## config.mk

```make
export PLATFORM = sky130hd
export DESIGN_NAME = datapath
export DESIGN_NICKNAME = d
export VERILOG_FILES = /design/src/rtl/datapath.sv
export SDC_FILE = /design/constraint.sdc
export NUM_CORES = 2
export LEC_CHECK = 0
export ABC_AREA = 1
export BUFFER_PORTS_ARGS = -buffer_cell sky130_fd_sc_hd__buf_2
export CELL_PAD_IN_SITES_DETAIL_PLACEMENT = 0
export CELL_PAD_IN_SITES_GLOBAL_PLACEMENT = 1
export CORE_MARGIN = 2
export CORE_UTILIZATION = 30
export DETAILED_ROUTE_END_ITERATION = 7
export GPL_TIMING_DRIVEN = 0
export PLACE_DENSITY = 0.65
export SYNTH_ARGS = -nofsm -noshare
export SYNTH_HDL_FRONTEND = slang
export SYNTH_SLANG_ARGS = --single-unit
```

## constraint.sdc

```tcl
create_clock -name Clock -period 221.5 [get_ports Clock]
set_clock_uncertainty 0.05 [all_clocks]
set_input_delay 0 -clock Clock [delete_from_list [all_inputs] [get_ports Clock]]
set_output_delay 0 -clock Clock [all_outputs]
set_load 0.01 [all_outputs]
```

## src/rtl/datapath.sv

```systemverilog
// datapath: 32-bit single-bus CPU datapath.
// Bus-connected registers R2, R4, R5, PC, IR, MAR, MDR, Y and the 64-bit Z.
// A combinational ALU takes A = Y and B = bus. A priority bus multiplexer
// selects one register onto the shared bus. An external sequencer drives
// every strobe and enable directly, one micro-step per clock.
module datapath (
  input  logic        Clock,
  input  logic        Clear,
  input  logic [31:0] MData_In,
  input  logic        Read,
  input  logic [4:0]  CONTROL,
  input  logic        IncPC,
  input  logic        R2_Out,
  input  logic        R4_Out,
  input  logic        PC_Out,
  input  logic        ZLO_Out,
  input  logic        MDR_Out,
  input  logic        R2_In,
  input  logic        R4_In,
  input  logic        R5_In,
  input  logic        PC_In,
  input  logic        IR_In,
  input  logic        MAR_In,
  input  logic        MDR_In,
  input  logic        Y_In,
  input  logic        Z_In,
  output logic [31:0] BusMux_Out
);

  // Slots in the bank of plain bus-loaded registers.
  localparam int IDX_R2  = 0;
  localparam int IDX_R4  = 1;
  localparam int IDX_R5  = 2;
  localparam int IDX_PC  = 3;
  localparam int IDX_IR  = 4;
  localparam int IDX_MAR = 5;
  localparam int IDX_Y   = 6;
  localparam int NREG    = 7;

  // ALU operation codes.
  localparam logic [4:0] OP_ADD  = 5'd0;
  localparam logic [4:0] OP_AND  = 5'd1;
  localparam logic [4:0] OP_OR   = 5'd2;
  localparam logic [4:0] OP_SUB  = 5'd3;
  localparam logic [4:0] OP_MUL  = 5'd4;
  localparam logic [4:0] OP_DIV  = 5'd5;
  localparam logic [4:0] OP_SHR  = 5'd6;
  localparam logic [4:0] OP_SHL  = 5'd7;
  localparam logic [4:0] OP_SHRA = 5'd8;
  localparam logic [4:0] OP_ROR  = 5'd9;
  localparam logic [4:0] OP_ROL  = 5'd10;
  localparam logic [4:0] OP_NEG  = 5'd11;
  localparam logic [4:0] OP_NOT  = 5'd12;

  logic [31:0] gpr_q [NREG];
  logic [31:0] gpr_d [NREG];
  logic [NREG-1:0] load_en;
  logic [31:0] mdr_q, mdr_d;
  logic [63:0] z_q, z_d;
  logic [31:0] bus;
  logic [63:0] alu_result;

  // Load enables, packed in the same order as the register slots.
  assign load_en = {Y_In, MAR_In, IR_In, PC_In, R5_In, R4_In, R2_In};

  // Bus mux: fixed priority MDR > ZLO > PC > R2 > R4; idle bus reads 0.
  always_comb begin
    bus = 32'h0;
    if (MDR_Out)      bus = mdr_q;
    else if (ZLO_Out) bus = z_q[31:0];
    else if (PC_Out)  bus = gpr_q[IDX_PC];
    else if (R2_Out)  bus = gpr_q[IDX_R2];
    else if (R4_Out)  bus = gpr_q[IDX_R4];
  end

  assign BusMux_Out = bus;

  // Each plain register takes the bus when enabled and holds otherwise.
  // Loading a register from its own bus drive is safe: the bus only
  // reflects the pre-edge value.
  generate
    for (genvar gi = 0; gi < NREG; gi++) begin : g_gpr_next
      assign gpr_d[gi] = load_en[gi] ? bus : gpr_q[gi];
    end
  endgenerate

  // MDR chooses between memory read data and the bus.
  always_comb begin
    mdr_d = mdr_q;
    if (MDR_In) mdr_d = Read ? MData_In : bus;
  end

  // Z captures the full 64-bit ALU result.
  always_comb begin
    z_d = z_q;
    if (Z_In) z_d = alu_result;
  end

  // ALU operand views and helper results.
  logic [31:0]        op_a, op_b;
  logic [4:0]         sh_amt;
  logic signed [63:0] mul_prod;
  logic [63:0]        ror_full, rol_full;
  logic [31:0]        shra_res;
  logic               div_by_zero, div_ovf;
  logic signed [31:0] div_den, div_quo, div_rem;

  assign op_a   = gpr_q[IDX_Y];
  assign op_b   = bus;
  assign sh_amt = op_b[4:0];

  // Sign-extend both operands to 64 bits so the truncated product is the
  // exact signed 64-bit result.
  assign mul_prod = $signed({{32{op_a[31]}}, op_a}) * $signed({{32{op_b[31]}}, op_b});

  // Rotates are taken from a doubled copy of A so no 32-bit shift is needed.
  assign ror_full = {op_a, op_a} >> sh_amt;
  assign rol_full = {op_a, op_a} << sh_amt;
  assign shra_res = $signed(op_a) >>> sh_amt;

  // Division guards: a zero divisor has its own defined result, and
  // INT_MIN / -1 would trap in a software model, so both divide by 1 here.
  // INT_MIN / 1 already gives the wrapped quotient INT_MIN with remainder 0.
  assign div_by_zero = (op_b == 32'h0);
  assign div_ovf     = (op_a == 32'h8000_0000) && (op_b == 32'hFFFF_FFFF);
  assign div_den     = (div_by_zero || div_ovf) ? 32'sd1 : $signed(op_b);
  assign div_quo     = $signed(op_a) / div_den;
  assign div_rem     = $signed(op_a) % div_den;

  // ALU result select; IncPC overrides the operation code.
  always_comb begin
    alu_result = 64'h0;
    if (IncPC) begin
      alu_result = {32'h0, op_b + 32'd1};
    end else begin
      case (CONTROL)
        OP_ADD:  alu_result = {32'h0, op_a + op_b};
        OP_AND:  alu_result = {32'h0, op_a & op_b};
        OP_OR:   alu_result = {32'h0, op_a | op_b};
        OP_SUB:  alu_result = {32'h0, op_a - op_b};
        OP_MUL:  alu_result = mul_prod;
        OP_DIV: begin
          if (div_by_zero) alu_result = {op_a, 32'hFFFF_FFFF};
          else             alu_result = {div_rem, div_quo};
        end
        OP_SHR:  alu_result = {32'h0, op_a >> sh_amt};
        OP_SHL:  alu_result = {32'h0, op_a << sh_amt};
        OP_SHRA: alu_result = {32'h0, shra_res};
        OP_ROR:  alu_result = {32'h0, ror_full[31:0]};
        OP_ROL:  alu_result = {32'h0, rol_full[63:32]};
        OP_NEG:  alu_result = {32'h0, 32'h0 - op_b};
        OP_NOT:  alu_result = {32'h0, ~op_b};
        default: alu_result = 64'h0;
      endcase
    end
  end

  // State update; Clear zeroes everything at once and overrides every enable.
  always_ff @(posedge Clock or posedge Clear) begin
    if (Clear) begin
      for (int i = 0; i < NREG; i++) gpr_q[i] <= 32'h0;
      mdr_q <= 32'h0;
      z_q   <= 64'h0;
    end else begin
      for (int i = 0; i < NREG; i++) gpr_q[i] <= gpr_d[i];
      mdr_q <= mdr_d;
      z_q   <= z_d;
    end
  end

endmodule

```

==> out/metrics.cfg <==
[routing]
via_per_inst = 5.35
drtIter0Drc = 6836
totalWireLength_mm = 330
vias = 67877
firstDrtPassIters = 8
post-route-drc-count = 0
routedWlPerCell_um = 26.0
ant_nets = 0

[place]
dpl_cell_area_mm2 = 0.0670
dpl.hpwl_mm = 268
io_buffers = 79
place_congestion = 1.02

[critical_path]
cpPeakStageDelay_ns = 1.05
crit_path_frequent_cell = nand2_1
endpoint_kind = flop
cp_max_fo = 13
cp.arrival_ns = 119.32
cp_slowest_cell = clkbuf_1
crit_type = reg2reg
start_kind = flop
required_ns = 221.78

[yosys]
synth_cell_types = 84
synth_cells = 9718
synth_warnings = 0
synth_seq_cells = 192
ys_async_sr_fraction_pct = 100
seq_area_frac_synth_pct = 7.68
syn_nets = 10963
synth_edf_count = 0
syn-mean-instance-area_um2 = 6.44
synth_flop_cell = dfrtp_1
syn-cell-area_mm2 = 0.0625

[layout]
postLayoutCoreUtil_pct = 32.8
layout_common_cells = nand2_1, inv_1, nor2_1
area_growth_pct = 8.73
final_common_cell = nand2_1
drive_gt1_share_pct = 6.55
nets = 11116
nFillCells = 22972
fin_area_mm2 = 0.0680

[global_route]
grt_max_degree = 117
use_met3_pct = 5.26
use_met2_pct = 46.7
grt_util_met1_pct = 41.0
busiest_layer = met2
grt_first_pass_wirelength_mm = 468
grt-ovfl-total = 0
grt_usage_pct = 30.5
antenna_found_initial = 26
grt_pass1_vias = 64601

[timing]
slew_viol_final = 97
relSlewSlack_pct = -5.27
max_freq_mhz = 8.40
setup_viol = 0
hold_viol_final = 0
tightest_slew_ns = 1.58
fin_tns_setup_ns = 0
finalCritPeriodShare_pct = 53.7
rsz0062_at_grt = false
period_needed_ns = 119.03

[clock_network]
cts_tree = yes
clkLatencyLatePin_ns = 0.49
cts_made_buffers = 17
clkTransAtPathRegs_ns = 0.09
htree_levels = 4
clockRootBuffer = clkbuf_16
post_cts_resized = 0
cts_num_sinks = 192
max-clock-path-buffers = 2

[floorplan]
start_util_pct = 30.2
rows = 167
fp.dieW_um = 461
die_h_um = 461
io_pins = 87
core_area_mm2 = 0.207
dieArea_mm2 = 0.212

[status]
status = complete, but fails checks
violations = capacitance limit, slew limit

[flow_run]
drv_cap = 10

[worst_hold_path]
min_path_type = in2reg

-- routing by layer --
metal / vias up / part of all wire (%)
li1: 31548 / -
met5: - / 0.033
met1: 32887 / 43
met3: 673 / 7.8
met2: 2753 / 43
met4: 16 / 6.1
-- metrics by stage --
step                      hold slack (ns)  std cells  setup slack (ns)
after global placement              0.238      12585            100.40
after floorplan                    0.0573       9718            128.20
final                            0.000878      12681            102.47
after global routing              0.00855      12677             89.41
after detailed placement           -0.101      12610            104.08
after CTS                         0.00583      12671            103.59
-- sequential cells by signal (all words and copies together) (netlist names) --
name / count
mdr_q: 32
z_q: 32
op_a: 32
gpr_q: 96
-- Yosys cell counts, types with 32 or more instances --
master	n	share of area [%]
o21bai_1	39	0.47
or2_2	124	1.2
fa_1	410	13
clkinv_1	45	0.27
dfrtp_1	192	7.7
o21ai_0	678	5.4
o21ai_2	54	0.76
buf_4	32	0.38
a31oi_1	48	0.48
nor3_1	62	0.50
o22ai_1	38	0.38
inv_2	32	0.19
a21oi_1	731	5.8
xor2_1	258	3.6
a21o_1	36	0.43
nor2_1	798	4.8
nand2_1	2449	15
o21ai_1	78	0.62
clkbuf_1	251	1.5
nand4_1	59	0.59
mux2i_1	42	0.67
buf_2	60	0.48
nand3_1	369	3.0
inv_1	1407	8.4
nand2_2	46	0.46
xnor2_1	177	2.5
ha_1	780	16
-- worst max-delay path: cells and delay by family, from the launching register on --
family | cells | cell delay (ns)
AOI/OAI and AO/OA | 316 | 59.71
adders and majority gates | 36 | 11.40
buffers and inverters | 166 | 20.32
DFF | 1 | 0.39
and+or+nand+nor | 352 | 38.28
-- layout make-up --
| cell class | instances | area (um^2) | share of cell area, % |
|---|---|---|---|
| antenna | 9 | 22.5 | 0.0331 |
| buffer | 419 | 2180 | 3.21 |
| clock buffer | 18 | 439 | 0.646 |
| clock inverter | 14 | 211 | 0.311 |
| inverter | 1489 | 5610 | 8.25 |
| multi-input combinational | 7618 | 50000 | 73.6 |
| sequential | 192 | 4800 | 7.07 |
| tap | 2788 | 3490 | 5.13 |
| timing repair buffer | 134 | 1200 | 1.77 |
-- cells by family after synthesis --
| group | Yosys count | share of synthesized area [%] |
|---|---|---|
| mux | 42 | 0.672 |
| fa+ha+maj | 1190 | 28.7 |
| compound gates | 1932 | 17.6 |
| xor+xnor | 435 | 6.09 |
| simple gates | 4019 | 26.8 |
| flops | 192 | 7.68 |
| buf+inv | 1908 | 12.4 |
-- path summary, 6_finish.rpt --
kind                              startpoint         end  slack [ns]  depth (start not counted)
worst max register to register    gpr_q[192]     z_q[20]      102.47                        786
min in group asynchronous              Clear   mdr_q[28]        0.58                          4
worst max-delay path              gpr_q[192]     z_q[20]      102.47                        870
worst min-delay path            MData_In[11]   mdr_q[11]      0.0009                          3
worst min register to register    gpr_q[190]  gpr_q[190]        0.44                          2
max in group asynchronous              Clear     z_q[15]      219.58                          6
-- timing repair --
action / CTS / global route
hold buffers: 29 / 0
setup buffers: 0 / 0
hold endpoints to repair: 146 / 0
Power is left out: the tool's default activity adds up to more than one toggle a clock period on the data nets, which glitch-free logic cannot reach.
